--- config.mk ---
export PLATFORM = sky130hd
export DESIGN_NAME = greycode_decoder_flat
export DESIGN_NICKNAME = d
export VERILOG_FILES = /design/src/rtl/greycode_decoder_if.sv /design/src/rtl/greycode_decoder.sv /design/src/flat_wrapper.sv
export SDC_FILE = /design/constraint.sdc
export NUM_CORES = 1
export LEC_CHECK = 0
export CAP_MARGIN = 20
export CORE_MARGIN = 2
export CORE_UTILIZATION = 50
export CTS_BUF_LIST = sky130_fd_sc_hd__clkbuf_8
export CTS_CLUSTER_SIZE = 14
export DETAILED_ROUTE_END_ITERATION = 10
export PLACE_DENSITY = 0.83
export SLEW_MARGIN = 30
export SYNTH_ARGS = -nofsm -noshare
export SYNTH_HDL_FRONTEND = slang
export SYNTH_SLANG_ARGS = --single-unit
export TNS_END_PERCENT = 20
--- constraint.sdc ---
create_clock -name clk -period 3.5 [get_ports clk]
set_input_delay 0.7 -clock clk [delete_from_list [all_inputs] [get_ports clk]]
set_output_delay 0.7 -clock clk [all_outputs]
set_load 0.005 [all_outputs]
--- src/rtl/greycode_decoder_if.sv ---
// greycode_decoder_if
// Sample/result bundle between a Gray-code stream source (master) and the
// greycode_decoder monitor (slave). clk and reset are plain module ports.
interface greycode_decoder_if #(
    parameter int WIDTH = 3,
    parameter int CNT_W = 8
);
    logic [WIDTH-1:0] gray_in;     // Gray-coded sample
    logic             gray_valid;  // gray_in is sampled this cycle
    logic             clear_err;   // synchronous clear of err_count
    logic [WIDTH-1:0] bin_out;     // registered binary of last sample
    logic             bin_valid;   // pulse: bin_out updated
    logic             step_err;    // pulse: last sample was an illegal step
    logic             locked;      // stream is tracking correctly
    logic [CNT_W-1:0] err_count;   // saturating count of step errors

    modport master (
        output gray_in, gray_valid, clear_err,
        input  bin_out, bin_valid, step_err, locked, err_count
    );

    modport slave (
        input  gray_in, gray_valid, clear_err,
        output bin_out, bin_valid, step_err, locked, err_count
    );
endinterface

--- src/rtl/greycode_decoder.sv ---
// greycode_decoder
// Decodes a WIDTH-bit Gray stream into registered binary and monitors it:
// every valid sample after the first must be the Gray successor (or a
// repeat) of the previous one. LOCK_COUNT consecutive good steps lock the
// monitor; any other step pulses step_err and drops back to acquisition.
// Optional build macro: GREYCODE_DEC_ERRCNT_EN builds the saturating error
// counter and its clear; without it err_count is tied to 0.
module greycode_decoder #(
    parameter int WIDTH      = 3,
    parameter int LOCK_COUNT = 2,
    parameter int CNT_W      = 8
) (
    input  logic              clk,
    input  logic              reset,   // asynchronous, active-low
    greycode_decoder_if.slave bus
);

    typedef enum logic [1:0] {
        ST_UNLOCKED = 2'd0,
        ST_ACQUIRE  = 2'd1,
        ST_LOCKED   = 2'd2
    } state_t;

    localparam logic [WIDTH-1:0] ONE = WIDTH'(1);
    localparam logic [3:0]       LC  = 4'(LOCK_COUNT);

    state_t           r_state;
    logic [3:0]       r_good_cnt;
    logic [WIDTH-1:0] r_bin_out;   // also serves as the previous sample
    logic             r_bin_valid;
    logic             r_step_err;
    logic             r_locked;

    logic [WIDTH-1:0] w_bin;
    logic             w_good;
    logic             w_repeat;
    logic             w_err;

    // Gray to binary: each binary bit is the XOR of all Gray bits at or
    // above it, which avoids a bit-serial chain through one vector.
    for (genvar i = 0; i < WIDTH; i++) begin : g_conv
        assign w_bin[i] = ^bus.gray_in[WIDTH-1:i];
    end

    // Wrap from all-ones to zero falls out of the modulo-2^WIDTH add.
    assign w_good   = (w_bin == r_bin_out + ONE);
    assign w_repeat = (w_bin == r_bin_out);
    assign w_err    = bus.gray_valid && (r_state != ST_UNLOCKED) && !w_good && !w_repeat;

    // Lock state machine with registered sample, pulse and lock outputs.
    always_ff @(posedge clk or negedge reset) begin
        if (!reset) begin
            r_state     <= ST_UNLOCKED;
            r_good_cnt  <= 4'd0;
            r_bin_out   <= '0;
            r_bin_valid <= 1'b0;
            r_step_err  <= 1'b0;
            r_locked    <= 1'b0;
        end else begin
            r_bin_valid <= 1'b0;
            r_step_err  <= 1'b0;
            if (bus.gray_valid) begin
                // Always follow the stream, even on an error, so the
                // checker resynchronises to the new position.
                r_bin_out   <= w_bin;
                r_bin_valid <= 1'b1;
                case (r_state)
                    ST_UNLOCKED: begin
                        r_state    <= ST_ACQUIRE;
                        r_good_cnt <= 4'd0;
                    end
                    ST_ACQUIRE: begin
                        if (w_good) begin
                            r_good_cnt <= r_good_cnt + 4'd1;
                            if (r_good_cnt + 4'd1 >= LC) begin
                                r_state  <= ST_LOCKED;
                                r_locked <= 1'b1;
                            end
                        end else if (!w_repeat) begin
                            r_good_cnt <= 4'd0;
                            r_step_err <= 1'b1;
                        end
                    end
                    ST_LOCKED: begin
                        if (!w_good && !w_repeat) begin
                            r_state    <= ST_ACQUIRE;
                            r_good_cnt <= 4'd0;
                            r_locked   <= 1'b0;
                            r_step_err <= 1'b1;
                        end
                    end
                    default: begin
                        r_state    <= ST_UNLOCKED;
                        r_good_cnt <= 4'd0;
                        r_locked   <= 1'b0;
                    end
                endcase
            end
        end
    end

    assign bus.bin_out   = r_bin_out;
    assign bus.bin_valid = r_bin_valid;
    assign bus.step_err  = r_step_err;
    assign bus.locked    = r_locked;

`ifdef GREYCODE_DEC_ERRCNT_EN
    logic [CNT_W-1:0] r_err_count;

    // Saturating step-error counter; a clear in the same cycle as an error wins.
    always_ff @(posedge clk or negedge reset) begin
        if (!reset) begin
            r_err_count <= '0;
        end else if (bus.clear_err) begin
            r_err_count <= '0;
        end else if (w_err && (r_err_count != {CNT_W{1'b1}})) begin
            r_err_count <= r_err_count + CNT_W'(1);
        end
    end

    assign bus.err_count = r_err_count;
`else
    logic w_unused_clear;
    logic w_unused_err;

    assign bus.err_count  = '0;
    assign w_unused_clear = bus.clear_err;
    assign w_unused_err   = w_err;
`endif

endmodule

--- src/flat_wrapper.sv ---
// flat-port wrapper written by rule: the top's interface ports become plain ports
module greycode_decoder_flat 
#(
    parameter int WIDTH      = 3,
    parameter int LOCK_COUNT = 2,
    parameter int CNT_W      = 8
)
  (clk, reset, bus_gray_in, bus_gray_valid, bus_clear_err, bus_bin_out, bus_bin_valid, bus_step_err, bus_locked, bus_err_count);
  greycode_decoder_if #(.WIDTH(WIDTH), .CNT_W(CNT_W)) bus_i ();
  input  logic clk;
  input  logic reset;
  input wire logic [$bits(bus_i.gray_in)-1:0] bus_gray_in;
  input wire logic [$bits(bus_i.gray_valid)-1:0] bus_gray_valid;
  input wire logic [$bits(bus_i.clear_err)-1:0] bus_clear_err;
  output wire logic [$bits(bus_i.bin_out)-1:0] bus_bin_out;
  output wire logic [$bits(bus_i.bin_valid)-1:0] bus_bin_valid;
  output wire logic [$bits(bus_i.step_err)-1:0] bus_step_err;
  output wire logic [$bits(bus_i.locked)-1:0] bus_locked;
  output wire logic [$bits(bus_i.err_count)-1:0] bus_err_count;
  assign bus_i.gray_in = bus_gray_in;
  assign bus_i.gray_valid = bus_gray_valid;
  assign bus_i.clear_err = bus_clear_err;
  assign bus_bin_out = bus_i.bin_out;
  assign bus_bin_valid = bus_i.bin_valid;
  assign bus_step_err = bus_i.step_err;
  assign bus_locked = bus_i.locked;
  assign bus_err_count = bus_i.err_count;
  greycode_decoder #(.WIDTH(WIDTH), .LOCK_COUNT(LOCK_COUNT), .CNT_W(CNT_W)) u_core (.clk(clk), .reset(reset), .bus(bus_i));
endmodule
# --- Word-level counts from Yosys, hierarchy flattened ---
# Index checks and enable logic that the tools add are counted.
# Widths: inputs -> output; s select.
word_totals:
  reg_bits: 12
classes:
  n_bitwise: 1
  muxes: 18
  n_addsub: 2
  n_lt_le_gt_ge: 1
  eq_ne: 8
  n_reduce_logical: 9
op_table:
  columns: ["operator", "n"]
  rows:
  - ["$mux 4", 3]
  - ["$mux 1", 8]
  - ["$pmux 4 s2", 1]
  - ["$eq 3x3->1", 2]
  - ["$mux 2", 3]
  - ["$ne 2x1->1 const B", 3]
  - ["$pmux 2 s3", 1]
  - ["$reduce_and 5->1", 1]
  - ["$add 4x1->4 const B", 1]
  - ["$ge 4x2->1 const B", 1]
  - ["$reduce_and 4->1", 1]
  - ["$add 3x1->3 const B", 1]
  - ["$ne 3x2->1 const B", 1]
  - ["$pmux 1 s3", 1]
  - ["$reduce_and 3->1", 1]
  - ["$reduce_xor 3->1", 1]
  - ["$eq 2x1->1 const B", 1]
  - ["$eq 2x2->1 const B", 1]
  - ["$logic_not 1->1", 2]
  - ["$logic_not 2->1", 1]
  - ["$pmux 1 s2", 1]
  - ["$reduce_xor 2->1", 1]
  - ["$logic_and 1x1->1", 1]
  - ["$not 1->1", 1]

# --- Logic depth before layout (Yosys ltp) ---
# Gate-level depths: netlist of the first run.
logic_depth:
  ltp_word: 7
  mapped_depth: 7
  ltp_nobuf: 7

# --- Worst setup path before layout of the first run ---
# Ideal clock, no wire load.
synth_timing:
  path_type: "reg2reg"
  startpoint: "register u_core.r_bin_out[1] (netlist: u_core.bus.bin_out[1])"
  endpoint: "register u_core.r_good_cnt[1]"
  n_path_buf: 0
  t_arrival_ps: 2018
  synth_period_minus_slack_ps: 2146
  required_time_ps: 3372
  path_slack_ps: 1354
  setup_ps: 128
  stages_incl_launch_ff: 8
  path_cell_list: "dfrtp_1 -> ha_1 -> xor2_1 -> or3_4 -> a21oi_4 -> nor2_2 -> o21ai_2 -> mux2_1"
synth_between:
  elab_chain_cells: 6
  elab_cells_between_ends: 11
synth_lines:
  columns: ["element", "line_no", "source"]
  rows:
  - ["from (decl)", "greycode_decoder.sv:29", "logic [WIDTH-1:0] r_bin_out;"]
  - ["from (signal assigned)", "greycode_decoder.sv:65", "r_bin_out <= w_bin;"]
  - ["$add 3x1->3", "greycode_decoder.sv:46", "assign w_good = (w_bin == r_bin_out + ONE);"]
  - ["$eq 3x3->1", "greycode_decoder.sv:46", null]
  - ["$logic_not 1->1", null, null]
  - ["$logic_and 1x1->1", "greycode_decoder.sv:85", "if (!w_good && !w_repeat) begin"]
  - ["$ne 2x1->1 (no source line)", null, null]
  - ["$reduce_and 3->1 (no source line)", null, null]
  - ["to (signal assigned)", "greycode_decoder.sv:74", "r_good_cnt <= r_good_cnt + 4'd1;"]
  - ["to (decl)", "greycode_decoder.sv:28", "logic [3:0] r_good_cnt;"]
# Several ways; a longest one is shown, not always the timed one.
# A chain may end at the register's enable or synchronous reset.

# --- Worst setup path in the final report of the first run ---
layout_timing:
  startpoint: "input bus_gray_in[1]"
  endpoint: "register u_core.r_good_cnt[1]"
layout_between:
  elab_chain_cells: 6
  elab_cells_between_ends: 12
layout_lines:
  columns: ["element", "line_no", "source"]
  rows:
  - ["from (decl)", "flat_wrapper.sv:12", "input wire logic [$bits(bus_i.gray_in)-1:0] bus_gray_in;"]
  - ["$reduce_xor 3->1 / $reduce_xor 2->1 (equally long branches)", "greycode_decoder.sv:42", "assign w_bin[i] = ^bus.gray_in[WIDTH-1:i];"]
  - ["$eq 3x3->1, on equally long branches", "greycode_decoder.sv:46, greycode_decoder.sv:47", null]
  - ["$logic_not 1->1", null, null]
  - ["$logic_and 1x1->1", "greycode_decoder.sv:85", null]
  - ["$ne 2x1->1 (no source line)", null, null]
  - ["$reduce_and 3->1 (no source line)", null, null]
# Several ways; a longest one is shown, not always the timed one.

==> results of run 1 <==
==> worst paths after layout <==
kind                                       start  slack, ns              endpoint
max                               bus_gray_in[1]       0.91  u_core.r_good_cnt[1]
min                            u_core.bus.locked       0.51     u_core.bus.locked
max reg2reg                u_core.bus.bin_out[1]       1.19  u_core.r_good_cnt[1]
min reg2reg                    u_core.bus.locked       0.51     u_core.bus.locked
max in group asynchronous                  reset       2.33  u_core.r_good_cnt[2]
min in group asynchronous                  reset       0.81     u_core.r_state[0]
==> placed cells by master, fill, tap and decap left out, types with 3 or more instances in the layout <==
cell type        count
a21oi_1              3
clkbuf_8             3
clkdlybuf4s50_1     11
conb_1               8
dfrtp_1             12
ha_1                 7
inv_1                5
nand2_1              3
nor2_1               4
nor3_1               3
xnor2_1              3
==> power by group through the flow <==
stage               clock network (uW)  logic, uW  registers, uW
floorplan                            0        140            180
global placement                     0        185            181
detailed placement                   0        190            182
CTS                                124        193            180
global route                       131        213            184
finish                             123        190            180
==> cell families (layout without fill, tap and decap cells) <==
group,Yosys count,in the layout
and+or+nand+nor,23,23
DFF,12,12
other,1,8
adders and majority gates,7,7
muxes,4,4
AOI/OAI and AO/OA,19,19
buffers and inverters,15,19
xor gates and xnor gates,7,7
==> sequential cells by signal (all words and copies together), names as in the netlist <==
name                  count
u_core.bus.step_err       1
u_core.bus.bin_out        3
u_core.bus.locked         1
u_core.r_good_cnt         4
u_core.bus.bin_valid      1
u_core.r_state            2
==> stage by stage <==
stage	utilization (%)	std cells	hold WS (ns)	instance area [um^2]	setup WS, ns
floorplan	-	95	0.404	921	1.35
global placement	58.2	121	0.486	993	0.706
detailed placement	58.2	121	0.501	993	0.665
CTS	60.6	124	0.515	1030	0.903
global route	60.6	124	0.534	1030	0.782
finish	60.6	124	0.509	1030	0.915
==> cell type report <==
class	instances	area [um^2]
tap	25	31.3
clock buffer	3	41.3
inverter	5	18.8
multi-input combinational	68	533
fill	145	673
sequential	12	300
timing repair buffer	11	110
==> layer usage <==
metal / track usage [%] / vias up / part of all wire [%]
met4: 10.3 / 0 / 2.6
met5: 0 / - / 0
li1: - / 315 / -
met1: 20.6 / 310 / 45
met3: 3.53 / 5 / 3.6
met2: 28.9 / 13 / 49
==> run metrics, run 1 <==
WP data required 3.62 ns; GRT overflow 0; num rows 15; worst-path fanout max 6; combinational share of power about two fifths; final hold vios 0; ys flop type dfrtp_1; Worst-Skew Late Latency 0.24 ns; number of H-tree levels 1; largest family of logic cells by synthesized area compound AO/OA/AOI/OAI gates; max-cap viol count 0; Via density 5.19; Max-slew headroom between 60% and 70%; Area Growth Syn to Fin 15.7%; DRC viols 0; via count ~640; clock-pin slew on the worst setup and hold paths ~0.050 ns; Startpoint Class input pin; Die X roughly 46 um; Avg Inst Size Synth around 10 um^2; Post-Syn Instances around 90; first-pass GRT wire length 2.59 mm; status complete, no violations; max frequency around 390 MHz; post-layout min period 2.59 ns; Starting Density a little over half; Pwr Density 477 mW/mm^2; share of the synthesized area in the top cell type between 30% and 40%; layout cells sized above 1 between 10% and 20%; CTS max path bufs 2; initial antenna violation count 0; DIE HEIGHT around 46 um; area share of xor/xnor cells in the synthesized design roughly 8.5%; final WL 1.48 mm; Max stage delay on crit path approximately 0.53 ns; IO Count 21; Worst Setup End Kind register; register area share after synthesis between 30% and 40%; fin. max-slew vios 0; post-route ant nets 0; Synth Area in Simple Gates 15.2%; Adder-Cell Fraction of Synth Area 9.79%; RSZ-0062 raised after global routing no; skew final 0.000400 ns; sw frac roughly a third; total track usage 17.4%; Post-DP HPWL 1.15 mm; CTS tree done; TritonCTS Buffers 3; slowest CP cell clkdlybuf4s50_1; initial DRC count 2; mux cell area share after synthesis about 4.9%; total power 493 uW; top cells by count, synth dfrtp_1 (12), buf_4 (8), ha_1 (7); Final Net Count between 100 and 150; top cells by area, synth dfrtp_1 (34%), ha_1 (9.8%), buf_4 (6.7%), xnor2_2 (3.6%), xnor2_1 (2.9%); GPL Wtd Cong 0.729; number of cells on the critical path 7; # Post-CTS Setup Buffers 0; Period Utilization, post-route 73.9%; Top Family by Delay on Critical Path buffers and inverters; largest net degree at the start of global routing 13; Clock power frac between 20% and 30%; # setup viols final 0; number of port buffers 11; hold path depth 1; TritonCTS Sinks 12; Post-CTS Hold Buffers 0; die area ~0.0021 mm^2; VDD IR max about 0.00036 V; number of global-route vias before repair approximately 600; Worst Hold Class reg2reg; asr flop ratio synth 100%; Clock Tree Root clkbuf_8; P_leak ~0.00047 uW; Avg WL per Cell about 12 um; critical path, cell by cell clkdlybuf4s50_1, xor2_1, or3_4, a21oi_4, nor2_2, o21ai_2, mux2_1; Yosys reg bits 12; most frequent cell after synthesis dfrtp_1; 1st-pass router iterations 3; Inserted Diodes 0; Ys Warns 0; core area between 0.0015 and 0.002 mm^2; Int Pwr 327 uW; CP arrival approximately 2.7 ns; Worst Path Class, Setup in2reg; Synth Area in Compound Gates 17.8%; critical path buffer and inverter count 1; Netlist Area Pre-Place slightly below 900 um^2; sequential share of power 36.6%; cells on worst reg2reg path 7; Synth cell types 40; number of flops mapped to enable cells by yosys 0; CTS resizes 0; setup_tns 0 ns; post-synth top area cell dfrtp_1; Switch Pwr 166 uW; measured slew at the worst slew-check pin approximately 0.53 ns
Power figures use the tool's default switching activity.
==> run 2, diff against run 1 <==
--- a/config.mk
+++ b/config.mk
@@ -7,11 +7,11 @@
 export LEC_CHECK = 0
 export CAP_MARGIN = 20
 export CORE_MARGIN = 2
-export CORE_UTILIZATION = 50
+export CORE_UTILIZATION = 46
 export CTS_BUF_LIST = sky130_fd_sc_hd__clkbuf_8
 export CTS_CLUSTER_SIZE = 14
 export DETAILED_ROUTE_END_ITERATION = 10
-export PLACE_DENSITY = 0.83
+export PLACE_DENSITY = 0.81
 export SLEW_MARGIN = 30
 export SYNTH_ARGS = -nofsm -noshare
 export SYNTH_HDL_FRONTEND = slang
==> constraint.sdc (replaced) <==
create_clock -name clk -period 2.3 [get_ports clk]
set_input_delay 0.46 -clock clk [delete_from_list [all_inputs] [get_ports clk]]
set_output_delay 0.46 -clock clk [all_outputs]
set_load 0.005 [all_outputs]
==> run 2 against run 1 <==
Effect of this change:
- sequential power is 53% higher
- wire length is 21% higher
- setup slack worse by 0.77 ns
- sequential share of layout area is 3.0 points lower
- largest cell class unchanged
- largest power group unchanged
- highest routed layer unchanged
==> run metrics, run 2 (synthesized netlist as in run 1, its figures left out) <==
P_leak 0.000543 uW (+16%); # setup viols final 0 (unchanged); number of port buffers 11 (unchanged); Clock Tree Root clkbuf_8; Worst Path Class, Setup in2reg; Worst-Skew Late Latency 0.24 ns (about the same); initial DRC count 15 (+13); Biggest register u_core.r_good_cnt; GRT overflow 0 (unchanged); fin. max-slew vios 0 (unchanged); CTS max path bufs 2 (unchanged); layout cells sized above 1 24.5% (+11 points); TritonCTS Sinks 12 (unchanged); Finished Core Util 65.0% (+4.4 points); Post-DP HPWL 1.32 mm (+15%); Max stage delay on crit path 0.45 ns (-0.08 ns); clock-pin slew on the worst setup and hold paths 0.05 ns (about the same); GPL Wtd Cong 0.789 (+8.2%); Top Family by Delay on Critical Path compound AO/OA/AOI/OAI gates; initial antenna violation count 0 (unchanged); Worst Setup End Kind register; Area Growth Syn to Fin 29.5%; largest net degree at the start of global routing 13 (unchanged); number of global-route vias before repair 687 (+15%); core area 0.00178 mm^2 (+4.4%); Via density 5.29 (+2.0%); VDD IR max 0.000542 V (+53%); CP arrival 2.32 ns (-0.39 ns); total power 859 uW (+74%); final hold vios 0 (unchanged); max frequency roughly 460 MHz; via count 714 (+11%); num rows 15 (unchanged); slowest CP cell clkdlybuf4s50_1; Starting Density 50.2% (-2.2 points); Final Net Count 125 (+8.7%); max reg flops 4 (unchanged); Max-slew headroom 63.5% (-0.81 points); commonest non-fill, non-tap cells in the layout dfrtp_1 (11), clkdlybuf4s50_1 (10), buf_4 (10); post-layout min period 2.16 ns; first-pass GRT wire length 3.06 mm (+18%); Die X 48.1 um (+3.9%); CTS tree done; DRC viols 0 (unchanged); final WL 1.78 mm (+21%); status complete, no violations; TritonCTS Buffers 3 (unchanged); Inserted Diodes 0 (unchanged); Worst Hold Class reg2reg; Startpoint Class input pin; max-cap viol count 0 (unchanged); Post-CTS Hold Buffers 0 (unchanged); total track usage 19.4% (+2.0 points); post-route ant nets 0 (unchanged); setup_tns 0 ns (unchanged); number of H-tree levels 1 (unchanged); worst-path fanout max 4 (-2); Avg WL per Cell 13.2 um (+11%); critical path, cell by cell clkdlybuf4s50_1, xor2_1, or3_4, a21oi_4, o41ai_4, a221oi_2, mux2i_1; Pwr Density 741 mW/mm^2 (+56%); DIE HEIGHT 48.1 um (+3.9%); die area 0.00231 mm^2 (+7.9%); RSZ-0062 raised after global routing no; IO Count 21 (unchanged); Period Utilization, post-route ~94%; WP data required 2.47 ns (-1.15 ns); commonest non-fill, non-tap cell in the layout dfrtp_1; 1st-pass router iterations 4 (+1); skew final 0.00181 ns (+0.00141 ns); measured slew at the worst slew-check pin 0.546 ns (+0.0121 ns); critical path buffer and inverter count 1 (unchanged)
==> run 2: cell type report <==
| cell class | instances | area, um^2 |
|---|---|---|
| fillers | 133 | 624 |
| inverters | 5 | 18.8 |
| clock buffers | 4 | 55.1 |
| well taps | 25 | 31.3 |
| multi-input cells | 68 | 564 |
| flip-flops and latches | 12 | 302 |
| repair buffers | 21 | 188 |
==> run 2: layer usage <==
layer  GRT usage (%)  vias to the layer above  wire, um
met3            3.33                        4        79
met4            9.73                        0        42
met1            25.9                      345       802
li1                -                      341         -
met2            30.4                       24       858
met5               0                        -         0
==> run 2: report_power, final <==
group / leakage [uW] / switching [uW] / internal, uW
clock network: 0.0000288 / 79.7 / 151
logic: 0.000361 / 175 / 178
registers: 0.000154 / 30.5 / 245
==> run 2: final timing paths <==
kind	cells after the start	slack (ns)	startpoint	end
setup / recovery	7	0.14	bus_gray_in[1]	u_core.r_state[0]
hold / removal	1	0.50	u_core.r_good_cnt[3]	u_core.r_good_cnt[3]
setup reg to reg	7	0.15	u_core.bus.bin_out[0]	u_core.r_state[0]
hold reg to reg	1	0.50	u_core.r_good_cnt[3]	u_core.r_good_cnt[3]
max in group asynchronous	1	1.33	reset	u_core.bus.bin_out[0]
min in group asynchronous	1	0.57	reset	u_core.r_state[0]
==> run 2: repair_timing <==
item	CTS	global route
setup endpoints to repair	0	4
setup buffers	0	1
endpoints found under the hold margin	0	0
gates resized for setup	0	5
==> run 2: per-stage QoR <==
step | hold WS (ns) | cell area [um^2] | worst slack, ns | cells
floorplan | 0.164 | 921 | 0.154 | 95
global placement | 0.492 | 1060 | -0.0556 | 130
detailed placement | 0.503 | 1060 | -0.107 | 130
CTS | 0.510 | 1120 | 0.0752 | 134
global route | 0.536 | 1160 | 0.0229 | 135
finish | 0.503 | 1160 | 0.143 | 135
==> run 3, diff against run 2 <==
--- a/config.mk
+++ b/config.mk
@@ -6,9 +6,9 @@
 export NUM_CORES = 1
 export LEC_CHECK = 0
 export CAP_MARGIN = 20
-export CORE_MARGIN = 2
 export CORE_UTILIZATION = 46
 export CTS_BUF_LIST = sky130_fd_sc_hd__clkbuf_8
+export CTS_CLUSTER_DIAMETER = 200
 export CTS_CLUSTER_SIZE = 14
 export DETAILED_ROUTE_END_ITERATION = 10
 export PLACE_DENSITY = 0.81
==> run 3 against run 2 <==
Effect of this change:
- flip-flop and latch count stayed put
- total power up 0.33%
- fmax rose by 0.48%
- wire length decreased by 4.2%
- die area decreased by 8.1%
- clock power grew 3%
- non-clock buffer count decreased by 1
- highest routed layer unchanged
==> run metrics, run 3 (synthesized netlist as in run 1, its figures left out) <==
largest net degree at the start of global routing 13 (unchanged); Final Net Count 124 (-0.80%); RSZ-0062 raised after global routing no; number of H-tree levels 1 (unchanged); final WL 1.71 mm (-4.2%); fin. max-slew vios 0 (unchanged); setup_tns 0 ns (unchanged); initial DRC count 5 (-10); Worst-Skew Late Latency 0.25 ns (about the same); Max-slew headroom 63.3% (-0.18 points); TritonCTS Sinks 12 (unchanged); status complete, no violations; die area 0.00213 mm^2 (-8.1%); Placed Instance Area 0.00105 mm^2 (-0.71%); commonest non-fill, non-tap cell in the layout dfrtp_1; WP data required 2.46 ns (about the same); worst-path fanout max 4 (unchanged); Period Utilization, post-route 93.3% (-0.44 points); Worst Hold Class reg2reg; Die X 46.1 um (-4.2%); top routing layer used met4; routed wl met2 809 um (-5.7%); Post-DP HPWL 1.30 mm (-1.6%); final non-filler cell total 134 (-0.74%); max frequency 466 MHz (+0.48%); initial antenna violation count 0 (unchanged); Inserted Diodes 0 (unchanged); 1st-pass router iterations 4 (unchanged); skew final 0.00680 ns (+0.00500 ns); number of port buffers 11 (unchanged); max-cap viol count 0 (unchanged); first-pass GRT wire length 3.07 mm (+0.23%); final hold vios 0 (unchanged); IO Count 21 (unchanged); Fin Hold WS 0.507 ns (+0.00402 ns); Pwr Density 747 mW/mm^2 (+0.76%); TritonCTS Buffers 3 (unchanged); Biggest register u_core.r_good_cnt; Worst Setup End Kind register; Starting Density 50.2% (unchanged); total track usage 20.8% (+1.4 points); CP arrival 2.31 ns (about the same); GRT overflow 0 (unchanged); Avg WL per Cell 12.7 um (-3.4%); post-placement cell count 129 (-0.77%); commonest non-fill, non-tap cells in the layout dfrtp_1 (11), clkdlybuf4s50_1 (9), buf_4 (9); P_leak 0.000548 uW (+0.80%); Final Instance Area 0.00115 mm^2 (-0.43%); via count 687 (-3.8%); measured slew at the worst slew-check pin 0.549 ns (+0.00276 ns); Startpoint Class register; # setup viols final 0 (unchanged); max reg flops 4 (unchanged); CTS max path bufs 2 (unchanged); met1 wire length 794 um (-1.0%); Area Growth Syn to Fin 29.0%; GPL Wtd Cong 0.830 (+5.3%); post-layout min period 2.15 ns (-0.0102 ns); VDD IR max 0.000486 V (-10%); post-route ant nets 0 (unchanged); layout cells sized above 1 23.9% (-0.69 points); clock-pin slew on the worst setup and hold paths 0.06 ns (about the same); number of global-route vias before repair 689 (+0.29%); num rows 15 (unchanged); DR WL met3 67 um (-15%); Clock Tree Root clkbuf_8; core area 0.00178 mm^2 (unchanged); DIE HEIGHT 46.1 um (-4.2%); Via density 5.13 (-3.1%); Worst Path Class, Setup reg2reg; DRC viols 0 (unchanged); CTS tree done; Finished Core Util 64.7% (-0.28 points)
## run 3: cell types whose count changed in the layout (fill, tap and decap cells not counted), sizes merged
| cell | change |
|---|---|
| buf | -1 |
| clkdlybuf4s50 | -1 |
| dlymetal6s2s | +1 |
## run 3: final timing paths
check / to / start / cells past startpoint / slack (ns)
hold / removal: u_core.r_good_cnt[3] / u_core.r_good_cnt[3] / 1 / 0.51
hold reg to reg: u_core.r_good_cnt[3] / u_core.r_good_cnt[3] / 1 / 0.51
setup reg to reg: u_core.r_state[0] / u_core.bus.bin_out[0] / 7 / 0.15
setup / recovery: u_core.r_state[0] / u_core.bus.bin_out[0] / 7 / 0.15
min in group asynchronous: u_core.r_good_cnt[0] / reset / 1 / 0.56
max in group asynchronous: u_core.bus.bin_out[0] / reset / 1 / 1.33
## run 3: routing by layer
layer  vias to the layer above  GRT usage (%)
met3                         5           4.71
met1                       332           26.0
li1                        337              -
met5                         -              0
met2                        13           35.2
met4                         0           7.06
## run 3: timing repair
action | 4_1_cts | 5_1_grt
buffers inserted | 0 | 1
resized for setup | 0 | 6
endpoints found under the setup margin | 0 | 4
hold buffers | 0 | 0
## run 3: area by class of cell
cell class                      instances  area (um^2)
Clock buffer                            4         55.1
Fill cell                             137          629
Inverter                                5         18.8
Multi-Input combinational cell         68          564
Sequential cell                        12          302
Tap cell                               25         31.3
Timing Repair Buffer                   20          183
## run 3: report_power, final
part	total [uW]	internal [uW]	switching [uW]
logic	349	175	174
clock network	239	152	87.7
registers	273	245	28.2
## run 3: critical path, stage by stage (launching register included)
cell      delay [ns]
dfrtp_2         0.42
ha_4            0.24
xor2_1          0.16
or3_4           0.39
a21oi_4         0.21
o41ai_4         0.13
a221oi_2        0.27
mux2i_1         0.23
## run 3: metrics by stage
step / total power, uW / worst slack (ns)
2_1_floorplan: 487 / 0.154
3_3_place_gp: 588 / -0.176
3_5_place_dp: 605 / -0.205
4_1_cts: 848 / 0.0434
5_1_grt: 915 / 0.0413
6_report: 862 / 0.154
